File: src/rtl/cpu_pkg.sv
// Shared CPU definitions: instruction field layout, datapath sizes, opcodes
// and default per-opcode decode masks.
package cpu_pkg;

    localparam int DATA_W = 32;
    localparam int NREGS  = 16;
    localparam int SEL_W  = 4;
    localparam int IMM_W  = 19;

    localparam int OPC_MSB = 31;
    localparam int OPC_LSB = 27;
    localparam int RA_MSB  = 26;
    localparam int RA_LSB  = 23;
    localparam int RB_MSB  = 22;
    localparam int RB_LSB  = 19;
    localparam int RC_MSB  = 18;
    localparam int RC_LSB  = 15;
    localparam int C_MSB   = 18;
    localparam int C_LSB   = 0;

    typedef enum logic [4:0] {
        OP_ADD = 5'd0,
        OP_SUB = 5'd1,
        OP_AND = 5'd2,
        OP_OR  = 5'd3,
        OP_XOR = 5'd4,
        OP_SHL = 5'd5,
        OP_SHR = 5'd6,
        OP_LD  = 5'd7,
        OP_ST  = 5'd8,
        OP_BEQ = 5'd9,
        OP_NOP = 5'd31
    } opcode_e;

    // Bit i set means opcode i has that property; integrators override these.
    localparam logic [31:0] DEF_WRITES_RA_MASK = 32'h0;
    localparam logic [31:0] DEF_RA_SRC_MASK    = 32'h0;

endpackage

File: src/rtl/operand_fetch_scoreboard.sv
// Busy bit per architectural register with set/clear/kill updates and three
// hazard queries that see through a same-cycle writeback.
module operand_fetch_scoreboard #(
    parameter int NREGS = 16,
    parameter int SEL_W = 4
) (
    input  logic             clk,
    input  logic             reset,
    input  logic             set_en,
    input  logic [SEL_W-1:0] set_sel,
    input  logic             clr_en,
    input  logic [SEL_W-1:0] clr_sel,
    input  logic             kill_en,
    input  logic [SEL_W-1:0] kill_sel,
    input  logic [SEL_W-1:0] q1_sel,
    input  logic [SEL_W-1:0] q2_sel,
    input  logic [SEL_W-1:0] qd_sel,
    output logic             q1_hz,
    output logic             q2_hz,
    output logic             qd_hz
);

    logic [NREGS-1:0] busy;
    logic [NREGS-1:0] busy_next;

    // Clears are applied first so that a set to the same register wins.
    always_comb begin
        busy_next = busy;
        if (clr_en)
            busy_next[clr_sel] = 1'b0;
        if (kill_en)
            busy_next[kill_sel] = 1'b0;
        if (set_en)
            busy_next[set_sel] = 1'b1;
    end

    always_ff @(posedge clk or posedge reset) begin
        if (reset)
            busy <= '0;
        else
            busy <= busy_next;
    end

    assign q1_hz = busy[q1_sel] && !(clr_en && (clr_sel == q1_sel));
    assign q2_hz = busy[q2_sel] && !(clr_en && (clr_sel == q2_sel));
    assign qd_hz = busy[qd_sel] && !(clr_en && (clr_sel == qd_sel));

endmodule

File: src/rtl/operand_fetch.sv
// Issue stage: decodes register fields, reads/forwards operands, checks the
// busy scoreboard and registers one entry for the ALU behind valid/ready.
module operand_fetch #(
    parameter int          DATA_W         = cpu_pkg::DATA_W,
    parameter int          NREGS          = cpu_pkg::NREGS,
    parameter int          SEL_W          = cpu_pkg::SEL_W,
    parameter int          IMM_W          = cpu_pkg::IMM_W,
    parameter logic [31:0] WRITES_RA_MASK = cpu_pkg::DEF_WRITES_RA_MASK,
    parameter logic [31:0] RA_SRC_MASK    = cpu_pkg::DEF_RA_SRC_MASK
) (
    input  logic              clk,
    input  logic              reset,
    input  logic              in_valid,
    output logic              in_ready,
    input  logic [31:0]       in_instr,
    output logic [SEL_W-1:0]  rf_sel1,
    output logic [SEL_W-1:0]  rf_sel2,
    input  logic [DATA_W-1:0] rf_data1,
    input  logic [DATA_W-1:0] rf_data2,
    input  logic              wb_en,
    input  logic [SEL_W-1:0]  wb_sel,
    input  logic [DATA_W-1:0] wb_data,
    input  logic              flush,
    output logic              out_valid,
    input  logic              out_ready,
    output logic [4:0]        out_opcode,
    output logic [SEL_W-1:0]  out_dst,
    output logic              out_wr,
    output logic [DATA_W-1:0] out_a,
    output logic [DATA_W-1:0] out_b,
    output logic [DATA_W-1:0] out_imm
);
    import cpu_pkg::*;

    logic [4:0]        opcode;
    logic [SEL_W-1:0]  ra;
    logic [SEL_W-1:0]  rb;
    logic [SEL_W-1:0]  rc;
    logic [IMM_W-1:0]  c_field;
    logic              writes_ra;
    logic              ra_is_src;
    logic [SEL_W-1:0]  src1;
    logic [SEL_W-1:0]  src2;
    logic [DATA_W-1:0] opnd_a;
    logic [DATA_W-1:0] opnd_b;
    logic [DATA_W-1:0] imm_ext;
    logic              src1_hz;
    logic              src2_hz;
    logic              dst_busy_hz;
    logic              dst_hz;
    logic              accept;
    logic              kill_en;

    assign opcode    = in_instr[OPC_MSB:OPC_LSB];
    assign ra        = in_instr[RA_MSB:RA_LSB];
    assign rb        = in_instr[RB_MSB:RB_LSB];
    assign rc        = in_instr[RC_MSB:RC_LSB];
    assign c_field   = in_instr[IMM_W-1:0];
    assign writes_ra = WRITES_RA_MASK[opcode];
    assign ra_is_src = RA_SRC_MASK[opcode];

    assign src1    = rb;
    assign src2    = ra_is_src ? ra : rc;
    assign rf_sel1 = src1;
    assign rf_sel2 = src2;

    assign opnd_a  = (wb_en && (wb_sel == src1)) ? wb_data : rf_data1;
    assign opnd_b  = (wb_en && (wb_sel == src2)) ? wb_data : rf_data2;
    assign imm_ext = {{(DATA_W-IMM_W){c_field[IMM_W-1]}}, c_field};

    operand_fetch_scoreboard #(
        .NREGS (NREGS),
        .SEL_W (SEL_W)
    ) u_sb (
        .clk      (clk),
        .reset    (reset),
        .set_en   (accept && writes_ra),
        .set_sel  (ra),
        .clr_en   (wb_en),
        .clr_sel  (wb_sel),
        .kill_en  (kill_en),
        .kill_sel (out_dst),
        .q1_sel   (src1),
        .q2_sel   (src2),
        .qd_sel   (ra),
        .q1_hz    (src1_hz),
        .q2_hz    (src2_hz),
        .qd_hz    (dst_busy_hz)
    );

    assign dst_hz   = writes_ra && dst_busy_hz;
    assign in_ready = (!out_valid || out_ready) && !src1_hz && !src2_hz && !dst_hz && !flush;
    assign accept   = in_valid && in_ready;
    // A flushed writer will never reach writeback, so release its destination.
    assign kill_en  = flush && out_valid && out_wr;

    always_ff @(posedge clk or posedge reset) begin
        if (reset) begin
            out_valid  <= 1'b0;
            out_opcode <= '0;
            out_dst    <= '0;
            out_wr     <= 1'b0;
            out_a      <= '0;
            out_b      <= '0;
            out_imm    <= '0;
        end else if (flush) begin
            out_valid <= 1'b0;
        end else if (accept) begin
            out_valid  <= 1'b1;
            out_opcode <= opcode;
            out_dst    <= ra;
            out_wr     <= writes_ra;
            out_a      <= opnd_a;
            out_b      <= opnd_b;
            out_imm    <= imm_ext;
        end else if (out_ready) begin
            out_valid <= 1'b0;
        end
    end

endmodule

File: config.mk
export PLATFORM = sky130hd
export DESIGN_NAME = operand_fetch
export DESIGN_NICKNAME = d
export VERILOG_FILES = /design/src/rtl/cpu_pkg.sv /design/src/rtl/operand_fetch_scoreboard.sv /design/src/rtl/operand_fetch.sv
export SDC_FILE = /design/constraint.sdc
export NUM_CORES = 1
export LEC_CHECK = 0
export ABC_CLOCK_PERIOD_IN_PS = 6400
export BUFFER_PORTS_ARGS = -buffer_cell sky130_fd_sc_hd__buf_4
export CAP_MARGIN = 10
export CELL_PAD_IN_SITES_DETAIL_PLACEMENT = 1
export CELL_PAD_IN_SITES_GLOBAL_PLACEMENT = 1
export CORE_ASPECT_RATIO = 1.5
export CORE_UTILIZATION = 37
export DETAILED_ROUTE_END_ITERATION = 7
export PLACE_DENSITY = 0.89
export SKIP_CTS_REPAIR_TIMING = 1
export SLEW_MARGIN = 0
export SYNTH_ARGS = -nofsm -noshare
export SYNTH_HDL_FRONTEND = slang
export SYNTH_SLANG_ARGS = --single-unit
File: constraint.sdc
create_clock -name clk -period 6.4 [get_ports clk]
set_clock_uncertainty 0.15 [all_clocks]
set_input_delay 0.64 -clock clk [delete_from_list [all_inputs] [get_ports clk]]
set_output_delay 0.64 -clock clk [all_outputs]
set_load 0.05 [all_outputs]
==> results of run 1 <==
## per-stage QoR
step | setup WS (ns) | utilization, % | cells | area, um^2
after floorplan | 2.74 | - | 450 | 5260
after global routing | 2.37 | 52.6 | 829 | 7330
final | 2.59 | 52.6 | 829 | 7330
after CTS | 2.54 | 52.6 | 829 | 7330
after detailed placement | 2.55 | 50.6 | 813 | 7040
after global placement | 2.60 | 50.6 | 813 | 7040
## final cells by class
cell class | instances | share of cell area, %
timing repair buffer | 256 | 26.2
clock buffer | 10 | 3.26
tap | 165 | 2.82
multi-input combinational | 275 | 29.4
inverter | 8 | 0.444
sequential | 109 | 37.2
clock inverter | 6 | 0.615
## sequential cells by signal, indices dropped and copies added, names as in the netlist
| name | cells |
|---|---|
| u_sb.busy | 16 |
| out_opcode | 5 |
| out_a | 32 |
| out_imm | 19 |
| out_b | 32 |
| out_dst | 4 |
| out_valid | 1 |
## cell families after synthesis
family | count (synthesis)
DFF | 109
AOI/OAI and AO/OA | 149
buffers and inverters | 66
muxes | 106
and+or+nand+nor | 14
other | 1
xor gates and xnor gates | 5
## worst max-delay path, delay by kind of cell
| family | cells | cell delay, ns |
|---|---|---|
| AO/OA/AOI/OAI | 2 | 0.62 |
| buffers and inverters | 3 | 1.06 |
| AND/OR/NAND/NOR | 1 | 0.68 |
## synth_stat cells (3+ instances only)
cell / number
a21boi_0: 3
a21oi_1: 128
buf_2: 9
buf_4: 24
buf_6: 7
clkbuf_1: 18
dfrtp_1: 109
inv_1: 7
mux2_2: 28
mux2i_1: 70
mux4_2: 8
nand2b_1: 4
nand3_1: 3
o21a_1: 9
o31a_1: 3
xor2_1: 4
## worst max-delay path by stage
stage,slack (ns),startpoint,end,depth (start not counted)
after CTS,2.54,in_instr[15],in_ready,7
after global placement,2.60,in_instr[15],in_ready,7
final,2.59,wb_sel[0],in_ready,6
after floorplan,2.74,reset,out_a[0],1
after global routing,2.37,in_instr[15],in_ready,7
after detailed placement,2.55,in_instr[15],in_ready,7
## per-layer routing
metal | track usage, % | vias to the layer above
li1 | - | 2011
met2 | 41.4 | 152
met1 | 24.1 | 2230
met4 | 9.71 | 0
met5 | 0 | -
met3 | 4.75 | 36
## power by group
| part | total [W] | switching (W) | internal (W) | leakage, nW |
|---|---|---|---|---|
| Combinational | 0.00101 | 0.000696 | 0.000313 | 2.38 |
| Clock | 0.000527 | 0.000250 | 0.000278 | 0.143 |
| Sequential | 0.000877 | 0.0000741 | 0.000803 | 1.27 |
| Total | 0.00241 | 0.00102 | 0.00139 | 3.79 |
==> metrics.txt, run 1 <==
Reg2Reg Capture Point out_opcode[4]; vias in the first global route 4956; leading cell type in the layout, fill and taps excluded buf_4; maximum number of pins on one net before global-route repair 94; total power 0.00241 W; Vias/cell 5.34; Post-synth ARST share 100%; H-tree depth 3; Max Used Layer met4; Inserted Diodes 0; Routed wire per std cell 19.5 um; Final GP Congestion 0.854; Synth Area in Compound Gates 15.3%; Die X 99.4 um; Fin Setup TNS 0 ns; Max Cap Viol 0; slowest CP cell or4b_2; Num Clock Sinks 109; CTS buffer count 9; Final min period 3.81 ns; r2r worst-path depth 6; Worst-path clk slew 0.08 ns; routed wl met2 9070 um; post-synthesis register bit count 109; R2R setup slack 3.24 ns; Starting Density 37.8%; Rows 53; Synth Cell Area 5260 um^2; routed via count 4429; share of post-route cells with drive strength above 1 47.3%; Rel. slew slack 25.9%; Mapped Nets 588; final net count 797; drt drc 0; mux cell area share after synthesis 22.7%; Leak 3.79 nW; Multi-input gate area 2150 um^2; height of the die 148 um; CTS tree yes; Slew Viols, Final 0; worst hold margin 0.254 ns; I/O pins 254; Hold Path Class input pin to async pin; worst slew pin tran 1.11 ns; Synth Flop Type dfrtp_1; most frequent cells in the layout buf_4, a21oi_1, dfrtp_1; Unique masters post-synth 32; Critical Path RT 5.61 ns; Detail Route Antenna Nets 0; Routed WL 16100 um; Tcrit/Tclk final 59.6%; Pre-antenna DRT Iters 4; Synth area leaders dfrtp_1, mux2i_1, a21oi_1; total grt overflow 0; Clock Tree Root clkbuf_16; post-synthesis instance total 450; met3 WL 781 um; Synth Area in Simple Gates 1.59%; Final Hold Viols 0; Max clock buf depth 2; largest family of logic cells by synthesized area multiplexers; synth warn 0; Seq/Total Area, Yosys 51.8%; synthesized-area fraction occupied by adder cells 0%; Post-synth EDFFs 0; core area 13900 um^2; PD cells 329 nW/um^2; first-pass GRT wire length 25400 um; Clk Latency, worst-skew pair 0.33 ns; Worst setup SP type input pin; DR iter-0 viols 123; Max IR drop VDD 0.000145 V; Met1 Wirelength 5750 um; PortBufs 252; post-synth top area share 51.8%; R2R Path Start u_sb.busy[12]; Synth Area per Inst 11.7 um^2; Setup CP Type input pin to primary output; HPWL after detailed placement 12000 um; Worst EP arrival 3.02 ns; Total GRT Usage 22.3%; Post-Synth XOR/XNOR Area 0.832%; Peak Freq 0.262 GHz; Storage cell area 2730 um^2; FILL cells 1539; total die area 14700 um^2; Critical Path Fanout Max 65; initial antenna violation count 0; # setup viols final 0; area leader, netlist dfrtp_1; crit-path max cell delay 0.68 ns; status finished, final reports clean; unrepaired setup endpoints after global routing false; Worst Setup End Kind primary output; crit-path most repeated cell buf_4; CP cell instances buf_4, a222oi_1, or4b_2, a221oi_4, buf_4, buf_4; Syn-to-layout area delta 39.2%
(Power assumes the default switching activity.)
==> inputs of run 2 (changes only) <==
--- a/config.mk
+++ b/config.mk
@@ -5,15 +5,15 @@
 export SDC_FILE = /design/constraint.sdc
 export NUM_CORES = 1
 export LEC_CHECK = 0
-export ABC_CLOCK_PERIOD_IN_PS = 6400
+export ABC_CLOCK_PERIOD_IN_PS = 3800
 export BUFFER_PORTS_ARGS = -buffer_cell sky130_fd_sc_hd__buf_4
 export CAP_MARGIN = 10
 export CELL_PAD_IN_SITES_DETAIL_PLACEMENT = 1
 export CELL_PAD_IN_SITES_GLOBAL_PLACEMENT = 1
 export CORE_ASPECT_RATIO = 1.5
-export CORE_UTILIZATION = 37
+export CORE_UTILIZATION = 35
 export DETAILED_ROUTE_END_ITERATION = 7
-export PLACE_DENSITY = 0.89
+export PLACE_DENSITY = 0.85
 export SKIP_CTS_REPAIR_TIMING = 1
 export SLEW_MARGIN = 0
 export SYNTH_ARGS = -nofsm -noshare
==> constraint.sdc (replaced) <==
create_clock -name clk -period 3.8 [get_ports clk]
set_clock_uncertainty 0.15 [all_clocks]
set_input_delay 0.38 -clock clk [delete_from_list [all_inputs] [get_ports clk]]
set_output_delay 0.38 -clock clk [all_outputs]
set_load 0.05 [all_outputs]
==> run 2 against run 1 <==
Effect of this change: first-iteration DRC count down 20%; core utilization down 1.7 points; clock power up 94%; cell area up 1.5%; worst hold slack worse by 0.20 ns; register-to-register slack worse by 2.3 ns; flip-flop and latch count unchanged.
==> metrics.txt, run 2 (synthesis results as in run 1) <==
vias in the first global route 4971; Storage cell area 2730 um^2; Max clock buf depth 2; Inserted Diodes 0; Num Clock Sinks 109; first-pass GRT wire length 26900 um; Slew Viols, Final 0; CP cell instances mux4_2, mux2i_1, mux2i_1, a221oi_4, buf_4, buf_4; Total GRT Usage 22.8%; Critical Path Fanout Max 65; M3 GR Usage 3.81%; grt peak-use layer met2; DR iter-0 viols 98; Clock Tree Root clkbuf_16; Vias/cell 5.23; crit-path max cell delay 0.61 ns; Peak Freq 0.295 GHz; met1 GRT Util 24.2%; maximum number of pins on one net before global-route repair 69; Max IR drop VDD 0.000239 V; drt drc 0; Worst-path clk slew 0.08 ns; most frequent cells in the layout buf_4, a21oi_1, dfrtp_1; Final min period 3.38 ns; Worst setup SP type flop; Util after Layout 50.9%; H-tree depth 3; Setup CP Type flop to primary output; Switching Power 0.00173 W; Worst Setup End Kind primary output; Die X 102 um; clock network power share 24.3%; Starting Density 36.1%; height of the die 152 um; Hold Path Class input pin to async pin; met2 usage 41.7%; routed via count 4510; I/O pins 254; core area 14600 um^2; Routed wire per std cell 19.9 um; Syn-to-layout area delta 41.2%; status finished, final reports clean; # setup viols final 0; Rel. slew slack 44.2%; leading cell type in the layout, fill and taps excluded buf_4; sequential share of power 35.1%; Tcrit/Tclk final 89.1%; Combinational Power Share 40.5%; largest registers out_a x32, out_b x32, out_imm x19; Critical Path RT 3.27 ns; Final GP Congestion 0.816; HPWL after detailed placement 12700 um; CTS tree yes; Max Cap Viol 0; Fin Setup TNS 0 ns; FILL cells 1639; PD cells 566 nW/um^2; initial antenna violation count 0; Detail Route Antenna Nets 0; slowest CP cell buf_4; PortBufs 252; Final Hold Viols 0; Rows 54; Pre-antenna DRT Iters 6; CTS buffer count 9; Leak 3.81 nW; share of post-route cells with drive strength above 1 47.3%; total grt overflow 0; unrepaired setup endpoints after global routing false; final net count 799; worst hold margin 0.0545 ns; Worst EP arrival 2.85 ns; Multi-input gate area 2150 um^2; Routed WL 17200 um; design internal power 0.00248 W; Clk Latency, worst-skew pair 0.34 ns; sw frac 41.0%; total die area 15500 um^2; worst slew pin tran 0.838 ns
[run 2: through the flow]
stage,area (um^2),instances,power (W),setup slack (ns)
4_1_cts,7430,862,0.00424,0.392
3_3_place_gp,7110,846,0.00316,0.512
5_1_grt,7430,862,0.00437,0.282
2_1_floorplan,5260,450,0.00263,0.396
3_5_place_dp,7110,846,0.00321,0.450
6_report,7430,862,0.00421,0.415
[run 2: per-layer routing]
metal / up-vias / routed length [um]
met5: - / 0
met4: 0 / 763
met2: 191 / 9530
li1: 2014 / -
met1: 2257 / 6000
met3: 48 / 875
[run 2: cell type report]
| type | instances | area share (%) |
|---|---|---|
| Clock buffer | 11 | 3.26 |
| Inverter | 8 | 0.438 |
| Timing Repair Buffer | 258 | 26.2 |
| Sequential cell | 109 | 36.7 |
| Multi-Input combinational cell | 275 | 29.0 |
| Tap cell | 196 | 3.30 |
| Clock inverter | 5 | 1.13 |
[run 2: critical path, delay by kind of cell, from the launching register on]
family	cells	cell delay, ns
buf+inv	2	0.93
mux	3	0.83
flops	1	0.41
compound gates	1	0.30
[run 2: power by group through the flow]
stage	logic [W]	clock network [W]	registers [W]
after floorplan	0.000477	0	0.00215
after global placement	0.00168	0	0.00148
after detailed placement	0.00172	0	0.00150
after CTS	0.00172	0.00104	0.00148
after global routing	0.00178	0.00109	0.00150
final	0.00170	0.00102	0.00148
[run 2: final timing paths]
path                               from            end  slack, ns  cells after the start
min in group clk           in_instr[30]  out_opcode[3]       0.11                      2
min reg2reg                 out_imm[11]    out_imm[11]       0.36                      1
max in group asynchronous         reset     out_imm[2]       2.61                      3
max reg2reg                u_sb.busy[7]      out_valid       0.93                      7
max                        u_sb.busy[7]       in_ready       0.42                      6
min                               reset  out_opcode[3]       0.05                      2
